**src/rtl/rx_codeword_framer_pkg.sv**
```systemverilog
// Shared definitions for the receive codeword framer.
//  - SYNC_WORD_DEFAULT : marker that precedes every codeword on the link
//  - framer_state_e    : framer FSM states (HUNT=0, PAYLOAD=1, SYNC=2)
//  - last_byte_idx()   : index of the last valid byte in the final payload word
package rx_codeword_framer_pkg;

  localparam logic [31:0] SYNC_WORD_DEFAULT = 32'h1ACF_FC1D;

  typedef enum logic [1:0] {
    ST_HUNT    = 2'd0,
    ST_PAYLOAD = 2'd1,
    ST_SYNC    = 2'd2
  } framer_state_e;

  // Bytes beyond this index in the last word of a codeword are pad.
  function automatic logic [1:0] last_byte_idx(input int unsigned cw_bytes);
    int unsigned rem;
    rem = cw_bytes % 4;
    return (rem == 0) ? 2'd3 : 2'(rem - 1);
  endfunction

endpackage

```
**src/rtl/rx_codeword_framer_unpack.sv**
```systemverilog
// 32-bit to 8-bit unpacker: one hold register drained MSB byte first.
// Ports:
//  core_clk, rst     clock, synchronous active-high reset
//  load              capture load_data into hold (only when can_load)
//  load_data         32-bit word, byte0 = [31:24]
//  load_last_idx     index of the last valid byte of load_data (pad masking)
//  m_axis_tdata/tvalid/tready   byte stream out
//  can_load          hold empty, or its last valid byte leaves this cycle
module axis_32to8_unpack (
  input  logic        core_clk,
  input  logic        rst,
  input  logic        load,
  input  logic [31:0] load_data,
  input  logic [1:0]  load_last_idx,
  output logic [7:0]  m_axis_tdata,
  output logic        m_axis_tvalid,
  input  logic        m_axis_tready,
  output logic        can_load
);

  logic [31:0] hold;
  logic        hold_valid;
  logic [1:0]  byte_idx;
  logic [1:0]  last_idx;
  logic        at_last;

  assign at_last       = (byte_idx == last_idx);
  assign m_axis_tvalid = hold_valid;
  assign can_load      = ~hold_valid | (m_axis_tready & at_last);

  always_comb begin
    m_axis_tdata = hold[31:24];
    case (byte_idx)
      2'd0:    m_axis_tdata = hold[31:24];
      2'd1:    m_axis_tdata = hold[23:16];
      2'd2:    m_axis_tdata = hold[15:8];
      default: m_axis_tdata = hold[7:0];
    endcase
  end

  always_ff @(posedge core_clk) begin
    if (rst) begin
      hold       <= '0;
      hold_valid <= 1'b0;
      byte_idx   <= '0;
      last_idx   <= 2'd3;
    end else if (load) begin
      // load is only issued with can_load, so it may replace a finishing word
      hold       <= load_data;
      hold_valid <= 1'b1;
      byte_idx   <= '0;
      last_idx   <= load_last_idx;
    end else if (hold_valid && m_axis_tready) begin
      if (at_last) hold_valid <= 1'b0;
      else         byte_idx   <= byte_idx + 2'd1;
    end
  end

endmodule

```
**src/rtl/rx_codeword_framer.sv**
```systemverilog
// Receive codeword framer: hunts for the sync word, locks, and unpacks each
// codeword into an 8-bit AXI-Stream with tlast on the last codeword byte.
// A flywheel keeps lock across isolated bad syncs; LOCK_MISS_MAX consecutive
// misses return to hunting.
// Ports:
//  core_clk, rst                      clock, synchronous active-high reset
//  s_axis_tdata/tvalid/tready         32-bit link words in
//  m_axis_tdata/tvalid/tlast/tready   codeword bytes out
//  locked                             framer in lock
//  sync_miss                          1-cycle pulse per bad sync while locked
//  cw_count                           codewords fully emitted (wraps)
module rx_codeword_framer
  import rx_codeword_framer_pkg::*;
#(
  parameter int unsigned CW_BYTES      = 255,
  parameter logic [31:0] SYNC_WORD     = SYNC_WORD_DEFAULT,
  parameter int unsigned LOCK_MISS_MAX = 3
) (
  input  logic        core_clk,
  input  logic        rst,
  input  logic [31:0] s_axis_tdata,
  input  logic        s_axis_tvalid,
  output logic        s_axis_tready,
  output logic [7:0]  m_axis_tdata,
  output logic        m_axis_tvalid,
  output logic        m_axis_tlast,
  input  logic        m_axis_tready,
  output logic        locked,
  output logic        sync_miss,
  output logic [15:0] cw_count
);

  localparam int unsigned NUM_WORDS = (CW_BYTES + 3) / 4;
  localparam logic [15:0] LAST_WORD = 16'(NUM_WORDS - 1);
  localparam logic [15:0] LAST_BYTE = 16'(CW_BYTES - 1);
  localparam logic [7:0]  MISS_MAX  = 8'(LOCK_MISS_MAX);
  localparam logic [1:0]  LAST_IDX  = last_byte_idx(CW_BYTES);

  framer_state_e state, state_n;
  logic [15:0]   word_cnt, word_cnt_n;
  logic [7:0]    miss_cnt, miss_cnt_n;
  logic          locked_n;
  logic          sync_miss_n;
  logic [15:0]   byte_cnt;

  logic          sync_hit;
  logic          load;
  logic [1:0]    load_last_idx;
  logic          can_load;
  logic          out_xfer;

  assign sync_hit     = (s_axis_tdata == SYNC_WORD);
  assign out_xfer     = m_axis_tvalid & m_axis_tready;
  assign m_axis_tlast = (byte_cnt == LAST_BYTE);

  axis_32to8_unpack u_unpack (
    .core_clk      (core_clk),
    .rst           (rst),
    .load          (load),
    .load_data     (s_axis_tdata),
    .load_last_idx (load_last_idx),
    .m_axis_tdata  (m_axis_tdata),
    .m_axis_tvalid (m_axis_tvalid),
    .m_axis_tready (m_axis_tready),
    .can_load      (can_load)
  );

  always_comb begin
    state_n       = state;
    word_cnt_n    = word_cnt;
    miss_cnt_n    = miss_cnt;
    locked_n      = locked;
    sync_miss_n   = 1'b0;
    s_axis_tready = 1'b0;
    load          = 1'b0;
    load_last_idx = 2'd3;
    unique case (state)
      ST_HUNT: begin
        s_axis_tready = 1'b1;
        if (s_axis_tvalid && sync_hit) begin
          state_n    = ST_PAYLOAD;
          locked_n   = 1'b1;
          miss_cnt_n = '0;
          word_cnt_n = '0;
        end
      end
      ST_PAYLOAD: begin
        s_axis_tready = can_load;
        if (s_axis_tvalid && can_load) begin
          load = 1'b1;
          if (word_cnt == LAST_WORD) begin
            load_last_idx = LAST_IDX;
            word_cnt_n    = '0;
            state_n       = ST_SYNC;
          end else begin
            word_cnt_n = word_cnt + 16'd1;
          end
        end
      end
      ST_SYNC: begin
        // The sync word is absorbed while the last payload word drains.
        s_axis_tready = 1'b1;
        if (s_axis_tvalid) begin
          word_cnt_n = '0;
          if (sync_hit) begin
            miss_cnt_n = '0;
            state_n    = ST_PAYLOAD;
          end else begin
            sync_miss_n = 1'b1;
            if (miss_cnt + 8'd1 == MISS_MAX) begin
              miss_cnt_n = '0;
              locked_n   = 1'b0;
              state_n    = ST_HUNT;
            end else begin
              miss_cnt_n = miss_cnt + 8'd1;
              state_n    = ST_PAYLOAD;
            end
          end
        end
      end
      default: state_n = ST_HUNT;
    endcase
  end

  always_ff @(posedge core_clk) begin
    if (rst) begin
      state     <= ST_HUNT;
      word_cnt  <= '0;
      miss_cnt  <= '0;
      locked    <= 1'b0;
      sync_miss <= 1'b0;
      byte_cnt  <= '0;
      cw_count  <= '0;
    end else begin
      state     <= state_n;
      word_cnt  <= word_cnt_n;
      miss_cnt  <= miss_cnt_n;
      locked    <= locked_n;
      sync_miss <= sync_miss_n;
      if (out_xfer) begin
        if (byte_cnt == LAST_BYTE) begin
          byte_cnt <= '0;
          cw_count <= cw_count + 16'd1;
        end else begin
          byte_cnt <= byte_cnt + 16'd1;
        end
      end
    end
  end

endmodule
```
**config.mk**
```make
export PLATFORM = sky130hd
export DESIGN_NAME = rx_codeword_framer
export DESIGN_NICKNAME = d
export VERILOG_FILES = /design/src/rtl/rx_codeword_framer_pkg.sv /design/src/rtl/rx_codeword_framer_unpack.sv /design/src/rtl/rx_codeword_framer.sv
export SDC_FILE = /design/constraint.sdc
export NUM_CORES = 1
export LEC_CHECK = 0
export ABC_AREA = 1
export CAP_MARGIN = 40
export CORE_UTILIZATION = 30
export DETAILED_ROUTE_END_ITERATION = 6
export PLACE_DENSITY = 0.6
export RECOVER_POWER = 25
export SYNTH_ARGS = -nofsm -noshare
export SYNTH_HDL_FRONTEND = slang
export SYNTH_SLANG_ARGS = --single-unit
```
**constraint.sdc**
```tcl
create_clock -name core_clk -period 2 [get_ports core_clk]
set_input_delay 0.2 -clock core_clk [delete_from_list [all_inputs] [get_ports core_clk]]
set_output_delay 0.2 -clock core_clk [all_outputs]
set_load 0.01 [all_outputs]
```
# After elaboration in Yosys (flattened, before gate mapping)
# Index checks and enable logic that the tools add are counted.
[word_totals]
regBits = 97
elab_cells = 91
in_bits = 36
out_inout_bits = 29
[op_classes]
n_bitwise = 7
addsub = 5
reduce_logical = 19
mux = 34
n_eq_ne = 15
[op_table]
columns = ["op", "count"]
rows = [
  ["$mux W16", 5],
  ["$add A16 B1 Y16 const B", 3],
  ["$pmux W16 S3", 1],
  ["$eq A32 B29 Y1 const B", 1],
  ["$mux W8", 4],
  ["$pmux W8 S3", 1],
  ["$eq A16 B6 Y1 const B", 1],
  ["$eq A16 B8 Y1 const B", 1],
  ["$pmux W8 S2", 1],
  ["$mux W1", 15],
  ["$ne A2 B2 Y1 const B", 6],
  ["$add A8 B1 Y8 const B", 1],
  ["$eq A8 B2 Y1 const B", 1],
  ["$mux W2", 4],
  ["$reduce_and A4 Y1", 2],
  ["$pmux W2 S3", 1],
  ["$reduce_and A2 Y1", 3],
  ["$reduce_bool A2 Y1", 3],
  ["$reduce_and A5 Y1", 1],
  ["$eq A2 B1 Y1 const B", 2],
  ["$eq A2 B2 Y1 const B", 2],
  ["$logic_not A2 Y1", 2],
  ["$not A1 Y1", 4],
  ["$pmux W1 S2", 2],
  ["9 further kinds", 13],
]

# Logic depth before layout (Yosys ltp)
[depth]
ltp_word = 8
ltp_mapped = 12

# Hierarchy
# From an unflattened synthesis, not the netlist that was laid out.
[hier_totals]
cells_unflattened = 870
area_unflattened_um2 = 5566.6
[modules_own_cells]
columns = ["module", "n_inst", "cells_each", "area_per_inst_um2", "seq_area_each_um2"]
rows = [
  ["rx_codeword_framer", 1, 647, 3930.0, 1201.2],
  ["axis_32to8_unpack", 1, 223, 1636.6, 740.7],
]

# Worst setup path after synthesis
# No wires, ideal clock.
[synth_timing]
kind = "register -> output"
start = "register u_unpack.byte_idx[0]"
end = "output port m_axis_tdata[1]"
path_slack_ps = 444
arrival_ps = 1356
path_buffers = 2
required_time_ps = 1800
stages_incl_launch_ff = 6
path_cell_list = "dfxtp_1 > ha_1 > clkbuf_1 > clkbuf_1 > a211oi_1 > a21oi_1"
[synth_between]
elab_chain_cells = 2
elab_cells_between_ends = 4
[synth_rtl]
columns = ["element", "line", "source"]
rows = [
  ["start: declaration", "rx_codeword_framer_unpack.sv:23", "logic [1:0] byte_idx;"],
  ["start signal: assignment", "rx_codeword_framer_unpack.sv:55", "else byte_idx <= byte_idx + 2'd1;"],
  ["$eq A2 B2 Y1 (tied with other cells)", "rx_codeword_framer_unpack.sv:33", "case (byte_idx)"],
  ["$pmux W8 S3 *", "rx_codeword_framer_unpack.sv:33", ""],
  ["end: declaration", "rx_codeword_framer.sv:24", "output logic [7:0] m_axis_tdata,"],
]
# Every way passes the cells marked *; elsewhere a longest branch is shown, timed or not.

# Worst setup path after layout
[layout_timing]
start = "register u_unpack.byte_idx[0]"
end = "output port m_axis_tdata[5]"
# Same word-level chain as after synthesis.

==> reports/summary.txt <==
Critical R2R Launch - word_cnt[0]$_SDFFE_PP0P_
Total power - 3.76 mW
Post-synthesis sequential area ratio - 36.9%
RSZ-0062 raised after global routing - true
Hold path cells - 3
Static leakage - 2.48 nW
Worst-case clock skew - 0.00724 ns
Layout area overhead - 25.5%
Final ANT Viol Nets - 0
Peak Freq - 0.522 GHz
Worst hold slack - 0.396 ns
Clk sink count - 96
Die Wd - 134 um
Total number of vias - 4973
CP max-delay cell - dfxtp_4
WL final - 12700 um
Period Utilization, post-route - 95.8%
Drt drc - 0
Delay-heaviest family, CP - buffers and inverters
Fin. Hold Viols - 0
HPWL Detailed - 9110 um
Worst relative slew slack - 72.4%
Clock tree buffer depth - 2
Clk_lat worst skew - 0.37 ns
Max Slew Vio Count - 0
Gr ovfl total - 0
Flop-to-flop setup slack - 0.23 ns
Number of DRC markers in iteration 0 - 268
Largest cells by area after synthesis - dfxtp_1 (37%), nand2_1 (11%), inv_1 (7.6%)
CP Launch Type - flop
Core area - 0.0168 mm^2
CP cell instances - inv_2 > ha_2 > inv_4 > buf_4 > o22ai_1 > a211oi_2 > a21oi_1 > clkbuf_2
Cts hold-fix bufs - 0
CP required - 1.80 ns
Setup Viol. Count Final - 0
Filler-free cell count of the finished design - 1071
Largest net degree at the start of global routing - 47
CP max FO - 5
Worst hold endpoint - u_unpack.hold[7]$_SDFFE_PP0P_
Critical Path AT - 1.72 ns
CTS tree - yes
Worst hold path class - primary input to flop
Global router's overall resource usage - 14.9%
Root Driver - clkbuf_16
Critical path type - flop to output pin
Die Span Y - 134 um
Total die area - 0.0179 mm^2
Mapped Nets - 817
# diodes - 0
Post-Place Cells - 1049
Clock slew seen by the registers of the worst setup and hold paths - 0.07 ns
Max Cap Violations - 0
Area leader, netlist - dfxtp_1
Drt first pass iters - 4
DR WL/cell - 11.9 um
Synth Instances - 771
Slew @ Worst Pin - 0.412 ns
Post-synthesis area per instance - 6.75 um^2
Crit path buf inv count - 4
Num ports - 65
Worst VDD drop - 0.482 mV
IO Port Bufs - 64
Crit end category - output pin
Wire length of the first global-routing pass - 21400 um
Outcome - complete, no violations
GPL Wtd Cong - 0.869
Initial Util - 31.0%
Max stage delay on crit path - 0.36 ns
Synth top area share - 36.9%
Seq cells post-synth - 96
PwrDens - 577 mW/mm^2
R2R depth - 9
CTS HTree Levels - 3
Num CTS Buffers - 9
HP Start - s_axis_tdata[7]
Row Count - 47
Area of the mapped netlist - 0.00520 mm^2
Via density - 4.64
Final min period - 1.92 ns
Yosys cell types - 40
Initial antenna violation count - 0
YS warnings - 0
Final net count - 892
Worst r2r dst - word_cnt[12]$_SDFFE_PP0P_
Vias in the first global route - 4552
Ratio of cells with drive above 1 in the final layout - 10.7%
==> where the power goes <==
part	total [mW]	internal [mW]	switching, mW	leakage, nW
combinational	0.161	0.0829	0.0782	1.56
clock	1.69	0.870	0.825	0.144
sequential	1.91	1.91	0.0000000000851	0.774
total	3.76	2.86	0.903	2.48
==> per-layer routing <==
layer	routed length [um]	up-vias	GRT usage, %
met2	5620	104	23.5
met1	6330	2209	19.9
met4	216	0	5.68
li1	-	2647	-
met3	570	13	3.16
met5	0	-	0
==> sequential cells by signal, indices dropped and copies added (netlist names) <==
register and count:
byte_cnt 16, cw_count 16, locked 1, miss_cnt 8, state 2, sync_miss 1
u_unpack.byte_idx 2, u_unpack.hold 32, u_unpack.last_idx 1, u_unpack.m_axis_tvalid 1, word_cnt 16
==> worst min-delay path, stage by stage <==
cell and delay, ns:
clkdlybuf4s50_1 0.39, inv_1 0.07, a21oi_1 0.05
==> timing repair <==
item	4_1_cts	5_1_grt
buffers inserted	4	2
gates resized for setup	30	22
endpoints found under the setup margin	10	10
pin swaps	2	3
==> layout by cell type (no fill, tap or decap), types with 5 or more instances in the layout <==
cell,netlist,layout
a211oi_1,11,7
a21oi_1,78,78
buf_4,4,20
clkbuf_16,0,9
clkdlybuf4s50_1,0,36
dfxtp_1,96,94
dlygate4sd3_1,0,18
ha_1,10,7
inv_1,105,103
inv_2,5,6
nand2_1,158,158
nand2_2,5,5
nand3_1,55,56
nand4_1,16,16
nor2_1,87,87
nor2_2,6,6
nor3_1,16,16
o21ai_0,36,36
o21ai_1,10,10
o22ai_1,8,5
xnor2_1,6,6
xor2_1,14,14
==> worst max path at each step <==
stage	from	to	slack (ns)	cells after the start
6_report	u_unpack.byte_idx[0]$_SDFFE_PP0P_	m_axis_tdata[5]	0.08	8
5_1_grt	u_unpack.byte_idx[0]$_SDFFE_PP0P_	m_axis_tdata[5]	-0.007	8
4_1_cts	u_unpack.byte_idx[0]$_SDFFE_PP0P_	m_axis_tdata[5]	-0.03	8
3_5_place_dp	s_axis_tvalid	miss_cnt[4]$_SDFFE_PP0P_	-0.01	9
3_3_place_gp	m_axis_tready	s_axis_tready	0.02	7
2_1_floorplan	u_unpack.byte_idx[0]$_SDFFE_PP0P_	m_axis_tdata[1]	0.44	5
==> cells in the mapped netlist (all sizes together) <==
master / n
a211oi: 11
a21oi: 79
a31oi: 1
buf: 15
clkbuf: 11
clkinv: 2
dfxtp: 96
ha: 10
inv: 110
nand2: 166
nand3: 57
nand4: 16
nor2: 94
nor3: 17
nor3b: 2
nor4: 2
o211ai: 1
o21a: 2
o21ai: 46
o21bai: 3
o221a: 1
o22ai: 8
or2: 1
xnor2: 6
xor2: 14
==> final cells by class <==
| cell class | instances | area (um^2) |
|---|---|---|
| inverter | 112 | 423 |
| multi-input combinational | 537 | 2760 |
| timing repair buffer | 90 | 851 |
| clock buffer | 9 | 225 |
| fill | 1807 | 10200 |
| tap | 220 | 275 |
| sequential | 96 | 1930 |
| clock inverter | 7 | 62.6 |
==> logic make-up after synthesis <==
kind of cell / synth area share [%]
compound gates: 16.1
xor+xnor: 3.37
fa+ha+maj: 2.41
buf+inv: 10.9
flops: 36.9
simple gates: 30.3
==> through the flow <==
stage	setup TNS (ns)	area [um^2]	setup WS (ns)	utilization [%]
after floorplan	0	5200	0.444	-
after CTS	-0.0617	6500	-0.0320	38.8
after global routing	-0.0170	6530	-0.00691	38.9
after global placement	0	6170	0.0184	36.8
after detailed placement	-0.0120	6170	-0.0120	36.8
final	0	6530	0.0849	38.9
No activity file was read; power rests on OpenSTA's default activity.
